==> config.mk <==
export PLATFORM = sky130hd
export DESIGN_NAME = axi_stream_downsizer
export DESIGN_NICKNAME = d
export VERILOG_FILES = /design/src/rtl/axi_stream_downsizer.sv
export SDC_FILE = /design/constraint.sdc
export NUM_CORES = 1
export LEC_CHECK = 0
export BUFFER_PORTS_ARGS = -buffer_cell sky130_fd_sc_hd__buf_2
export CORE_ASPECT_RATIO = 0.8
export CORE_MARGIN = 2
export CORE_UTILIZATION = 45
export DETAILED_ROUTE_END_ITERATION = 8
export MAX_ROUTING_LAYER = met4
export PLACE_DENSITY = 0.69
export SLEW_MARGIN = 10
export SYNTH_ARGS = -nofsm -noshare
export SYNTH_HDL_FRONTEND = slang
export SYNTH_SLANG_ARGS = --single-unit
==> constraint.sdc <==
create_clock -name clk -period 2 [get_ports clk]
set_clock_uncertainty 0.05 [all_clocks]
set_input_delay 0.1 -clock clk [delete_from_list [all_inputs] [get_ports clk]]
set_output_delay 0.1 -clock clk [all_outputs]
set_load 0.03 [all_outputs]
==> src/rtl/axi_stream_downsizer.sv <==
// Splits one wide AXI-Stream beat into RATIO narrow beats, least-significant slice first.
// Optional feature: define AXIS_DOWNSIZER_SKIP_EMPTY_EN to suppress slices whose keep bits are all zero.
module axi_stream_downsizer #(
  parameter int OUT_WIDTH = 32,
  parameter int RATIO     = 4
) (
  input  logic                            clk,
  input  logic                            reset,
  input  logic                            valid_in,
  output logic                            ready_out,
  input  logic [OUT_WIDTH*RATIO-1:0]      data_in,
  input  logic [(OUT_WIDTH/8)*RATIO-1:0]  keep_in,
  input  logic                            last_in,
  output logic                            valid_out,
  input  logic                            ready_in,
  output logic [OUT_WIDTH-1:0]            data_out,
  output logic [OUT_WIDTH/8-1:0]          keep_out,
  output logic                            last_out
);

  localparam int IN_WIDTH = OUT_WIDTH * RATIO;
  localparam int KO       = OUT_WIDTH / 8;
  localparam int KI       = KO * RATIO;
  localparam int IW       = (RATIO > 2) ? $clog2(RATIO) : 1;

  typedef enum logic {EMPTY, SEND} state_t;

  state_t              state;
  logic [IN_WIDTH-1:0] data_q;
  logic [KI-1:0]       keep_q;
  logic                last_q;
  logic [IW-1:0]       idx;
  logic [IW-1:0]       fin;

  logic [IW-1:0]       start_idx;
  logic [IW-1:0]       start_fin;
  logic [IW-1:0]       next_idx;
  logic                load;
  logic                at_fin;
  logic                accept;
  logic                complete;

  assign at_fin    = (idx == fin);
  // Ready depends combinationally on ready_in so a new wide beat can land on the final slice.
  assign ready_out = (state == EMPTY) || ((state == SEND) && at_fin && ready_in);
  assign accept    = valid_in && ready_out;
  assign complete  = (state == SEND) && ready_in && at_fin;

`ifdef AXIS_DOWNSIZER_SKIP_EMPTY_EN
  logic [RATIO-1:0] in_nz;
  logic [RATIO-1:0] hold_nz;

  always_comb begin
    in_nz     = '0;
    hold_nz   = '0;
    start_idx = '0;
    start_fin = '0;
    next_idx  = idx + IW'(1);
    for (int r = 0; r < RATIO; r++) begin
      in_nz[r]   = |keep_in[r*KO +: KO];
      hold_nz[r] = |keep_q[r*KO +: KO];
    end
    // Descending scan leaves the lowest qualifying slice in place.
    for (int r = RATIO - 1; r >= 0; r--) begin
      if (in_nz[r]) start_idx = IW'(r);
      if (hold_nz[r] && (IW'(r) > idx)) next_idx = IW'(r);
    end
    for (int r = 0; r < RATIO; r++) begin
      if (in_nz[r]) start_fin = IW'(r);
    end
  end

  // An all-empty, non-final beat is consumed without producing output.
  assign load = (|keep_in) || last_in;
`else
  assign start_idx = '0;
  assign start_fin = IW'(RATIO - 1);
  assign next_idx  = idx + IW'(1);
  assign load      = 1'b1;
`endif

  always_ff @(posedge clk or negedge reset) begin
    if (!reset) begin
      state  <= EMPTY;
      data_q <= '0;
      keep_q <= '0;
      last_q <= 1'b0;
      idx    <= '0;
      fin    <= IW'(RATIO - 1);
    end else begin
      if (accept && load) begin
        state  <= SEND;
        data_q <= data_in;
        keep_q <= keep_in;
        last_q <= last_in;
        idx    <= start_idx;
        fin    <= start_fin;
      end else if (complete) begin
        state <= EMPTY;
      end else if ((state == SEND) && ready_in) begin
        idx <= next_idx;
      end
    end
  end

  assign valid_out = (state == SEND);
  assign data_out  = data_q[OUT_WIDTH*idx +: OUT_WIDTH];
  assign keep_out  = keep_q[KO*idx +: KO];
  assign last_out  = last_q && at_fin;

endmodule
### Word-level counts from Yosys, hierarchy flattened

Index checks and enable logic that the tools add are counted.

| word-level totals | value |
|---|---|
| register bits after elaboration | 148 |
| bits of input ports | 149 |
| output and inout port bits | 39 |
| word-level logic and storage cells | 26 |

| operators by class | value |
|---|---|
| add/sub/neg operators | 1 |
| equality and inequality tests | 2 |
| shift operators | 2 |
| mux-type cells | 5 |
| bitwise operators | 1 |
| reduce and logical (&&, ||, !) cells | 10 |

Operators with widths:

| kind | number |
|---|---|
| $shiftx 128x8->32 | 1 |
| $shiftx 16x5->4 | 1 |
| $logic_and 1x1->1 | 6 |
| $mux 2 | 3 |
| $reduce_bool 2->1 | 2 |
| $add 2x1->2 const B | 1 |
| $eq 2x2->1 const B | 1 |
| $mux 1 | 2 |
| $ne 2x2->1 const B | 1 |
| $reduce_and 2->1 | 1 |
| $logic_or 1x1->1 | 1 |
| $not 1->1 | 1 |

### Logic depth before layout (Yosys ltp)

| logic depth | value |
|---|---|
| word-level depth | 7 |
| gate-level depth with buffers | 6 |
| depth with buffers taken out | 4 |

### Worst setup path after synthesis

Ideal clock, no wire load.

| timing | value |
|---|---|
| path kind | register to register |
| start | reg state (netlist: valid_out) |
| end | reg data_q[100] |
| library setup time | 0.125 ns |
| arrival | 1.570 ns |
| slack | 0.255 ns |
| cell stages (with the launch flop) | 6 |
| path buffers | 2 |
| clock period less this slack | 1.745 ns |
| cells stage by stage | dfrtp_1 > a21bo_4 > nand2_8 > buf_12 > buf_12 > mux2_4 |

| between the ends | value |
|---|---|
| cells in the longest elaborated chain, start to end | 4 |
| elaborated cells between the ends (all ways) | 5 |

Ends and longest elaborated chain:

| item | line | source |
|---|---|---|
| start, declared | 28 | `state_t state;` |
| start signal, assigned | 84 | `state <= EMPTY;` |
| start signal, assigned | 92 | `state <= SEND;` |
| start signal, assigned | 99 | `state <= EMPTY;` |
| $logic_and 1x1->1 (2 in a row) | 45 | `assign ready_out = (state == EMPTY) \|\| ((state == SEND) && at_fin && ready_in);` |
| $logic_or 1x1->1 * | 45 |  |
| named net ready_out | 10 | `output logic ready_out,` |
| $logic_and 1x1->1 * | 46 | `assign accept = valid_in && ready_out;` |
| end signal, assigned | 93 | `data_q <= data_in;` |
| end, declared | 29 | `logic [IN_WIDTH-1:0] data_q;` |

The timed path passes the listed nets; every way through them passes the cells marked *.
A chain may end at the register's enable or synchronous reset.

### Worst setup path in the final report

| timing | value |
|---|---|
| start | reg idx[0] |
| end | out data_out[9] |

| between the ends | value |
|---|---|
| cells in the longest elaborated chain, start to end | 1 |

Ends and longest elaborated chain:

| item | line | source |
|---|---|---|
| start, declared | 32 | `logic [IW-1:0] idx;` |
| start signal, assigned | 96 | `idx <= start_idx;` |
| start signal, assigned | 101 | `idx <= next_idx;` |
| $shiftx 128x8->32 | 107 | `assign data_out = data_q[OUT_WIDTH*idx +: OUT_WIDTH];` |
| end, declared | 16 | `output logic [OUT_WIDTH-1:0] data_out,` |

Every way passes these cells.

==> flow_summary.ini <==
[outcome]
status = finished clean

[placement]
placed_area_um2 = 7859
dpl.cell_count = 730
dpl.hpwl_um = 9796
place_congestion = 0.7844
portBuffers = 187

[synthesis]
synth.distinct_cells = 21
synth_top_area_share = 0.5541
synth.avg_cell_area_um2 = 18.26
yosys_warnings = 0
synth_seq_area_share = 0.5541
synth_area_leaders = dfrtp_1 (55%), mux2_2 (16%), mux4_2 (12%), mux2_4 (11%), buf_12 (1.8%)
synthesis.area_um2 = 6684
ys_ff_latch = 148
synthCells = 366
synthesis.nets = 516
post-synth-top-area-cell = dfrtp_1

[timing]
period_minus_slack_ns = 1.990
relSlewSlack = 0.6967
finalSetupViolations = 0
hold_violations = 0
max_freq_ghz = 0.5025
final.period_utilization = 0.9949
tightest_slew_ns = 0.4549
slew_violations = 0
fin_tns_setup_ns = 0
rsz0062_at_grt = true

[routing]
via_per_inst = 5.024
drt_first_pass_iters = 4
via_count = 4667
drt_wl_total_um = 17990
ant_nets = 0
drc = 0
drtIter0Drc = 134
wl_per_cell_um = 19.36

[finish]
final_common_cell = buf_2
num_antenna_cells = 0
drive_gt1_frac = 0.5879
instances_no_fill = 929
nNetsFinal = 882
fillers = 902
final_cell_mix = buf_2 (165), dlygate4sd3_1 (148), dfrtp_1 (146), mux2_2 (94), mux2_4 (51)
postLayoutCellArea_um2 = 10380
syn2layout_area_growth_pct = 55.35

[power_and_ir_drop]
irDropWorstVdd_v = 0.001008
p_leak_nw = 4.928
power_frac_seq = 0.316
switching_share = 0.3369
intPower_mw = 11.25
clockPowerShare = 0.194
power.total_mw = 16.96
p_comb_frac = 0.491
p_sw_mw = 5.714
powerDensity_nw_per_um2 = 1633

[floorplanning]
rows = 39
ios = 188
start_util = 0.4643
dieArea_um2 = 15850
fp.dieW_um = 140.3
die_h_um = 113.0
core_area_um2 = 14400

[global_routing]
antenna_found_initial = 0
grt_max_degree = 49
gr-total-overflow = 0
grt_pass1_wl_um = 27580
grt_usage = 0.2355
grt_pass1_vias = 5299

[clock_network]
numCtsBuffers = 17
cts_tree = built
cts_sinks = 148
htreeDepth = 4
cts_root_buffer = clkbuf_16
clkLatencyLatePin_ns = 0.41
clockBufferDepth = 2
clk_pin_slew_worst_paths_ns = 0.06

[setup_path]
critPathMaxFanout = 9
end_kind = output pin
cp-start-kind = flop
worst_ep_required_time_ns = 1.85
critical_path_class = flop to output pin
worst_ep_arrival_time_ns = 1.84

[flow_run]
drv_cap = 0

[worst_hold_path]
hold_class = primary input to asynchronous set/reset pin
-- flip-flops by register name, summed over array words and instances, names as in the netlist --
signal / count
last_q: 1
keep_q: 16
data_q: 128
valid_out: 1
idx: 2
-- through the flow --
stage               setup slack (ns)  utilization  hold WS, ns
finish                       0.01012       0.7213       0.1497
global route                -0.06619       0.7213       0.1731
CTS                        -0.009172       0.7048       0.1463
detailed placement            0.1108       0.5459      0.01570
global placement              0.1702       0.5459     0.008389
floorplan                     0.2546            -      -0.2456
-- cell families after synthesis --
| family | Yosys count | synth area share |
|---|---|---|
| DFF | 148 | 0.5541 |
| muxes | 182 | 0.3952 |
| buffers and inverters | 24 | 0.03538 |
| and+or+nand+nor | 6 | 0.006927 |
| AOI/OAI and AO/OA | 5 | 0.006553 |
| adders and majority gates | 1 | 0.001872 |
-- synth_stat cells --
master    instances
a21bo_4           1
a21o_1            1
a21oi_1           1
a22o_1            1
and2_1            1
buf_1             1
buf_12            6
buf_2             3
buf_4            12
clkbuf_1          1
dfrtp_1         148
ha_1              1
inv_1             1
mux2_2           95
mux2_4           50
mux2i_1           1
mux4_2           36
nand2_1           2
nand2_8           1
nand2b_1          2
o22ai_1           1
-- per-layer routing --
metal / GRT usage / wire (um) / vias up
li1: - / - / 2109
met1: 0.2775 / 7361 / 2381
met2: 0.3961 / 9322 / 155
met4: 0.07205 / 240 / 0
met3: 0.06813 / 1065 / 22
met5: - / 0 / -
-- cell type report --
cell class | count | area (um^2) | area share
Tap cell | 184 | 230.2 | 0.02217
Clock inverter | 9 | 125.1 | 0.01205
Multi-Input combinational cell | 196 | 2773 | 0.2670
Clock buffer | 23 | 488.0 | 0.04699
Inverter | 1 | 3.754 | 0.0003615
Sequential cell | 148 | 3706 | 0.3569
Timing Repair Buffer | 368 | 3058 | 0.2945
-- timing repair --
action | CTS | global route
gates resized for setup | 16 | 41
pin swaps | 1 | 1
hold endpoints to repair | 276 | 0
setup endpoints to repair | 36 | 111
setup buffers | 3 | 7
hold buffers | 148 | 0
cloned | 4 | 5
-- path summary, 6_finish.rpt --
kind                                    end  cells after the start  slack, ns        start
max in group asynchronous        keep_q[11]                      3       1.12        reset
worst min-delay path              keep_q[4]                      2       0.15        reset
worst max register to register  data_q[107]                      6       0.04       idx[0]
worst min register to register  data_q[122]                      1       0.45  data_q[122]
min in group clk                 data_q[38]                      3       0.39  data_in[38]
worst max-delay path            data_out[9]                      3       0.01       idx[0]
-- power by group through the flow --
stage	logic, mW	registers (mW)	clock network (mW)
2_1_floorplan	5.49	5.03	0
3_3_place_gp	6.74	5.22	0
3_5_place_dp	6.90	5.34	0
4_1_cts	7.73	5.31	3.35
5_1_grt	8.79	5.51	3.48
6_report	8.32	5.35	3.28
-- worst max-delay path, stage by stage, from the launching register on --
cell       delay (ns)
dfrtp_2          0.40
bufbuf_16        0.31
mux4_2           0.51
buf_2            0.20
No activity file was read; power rests on OpenSTA's default activity.
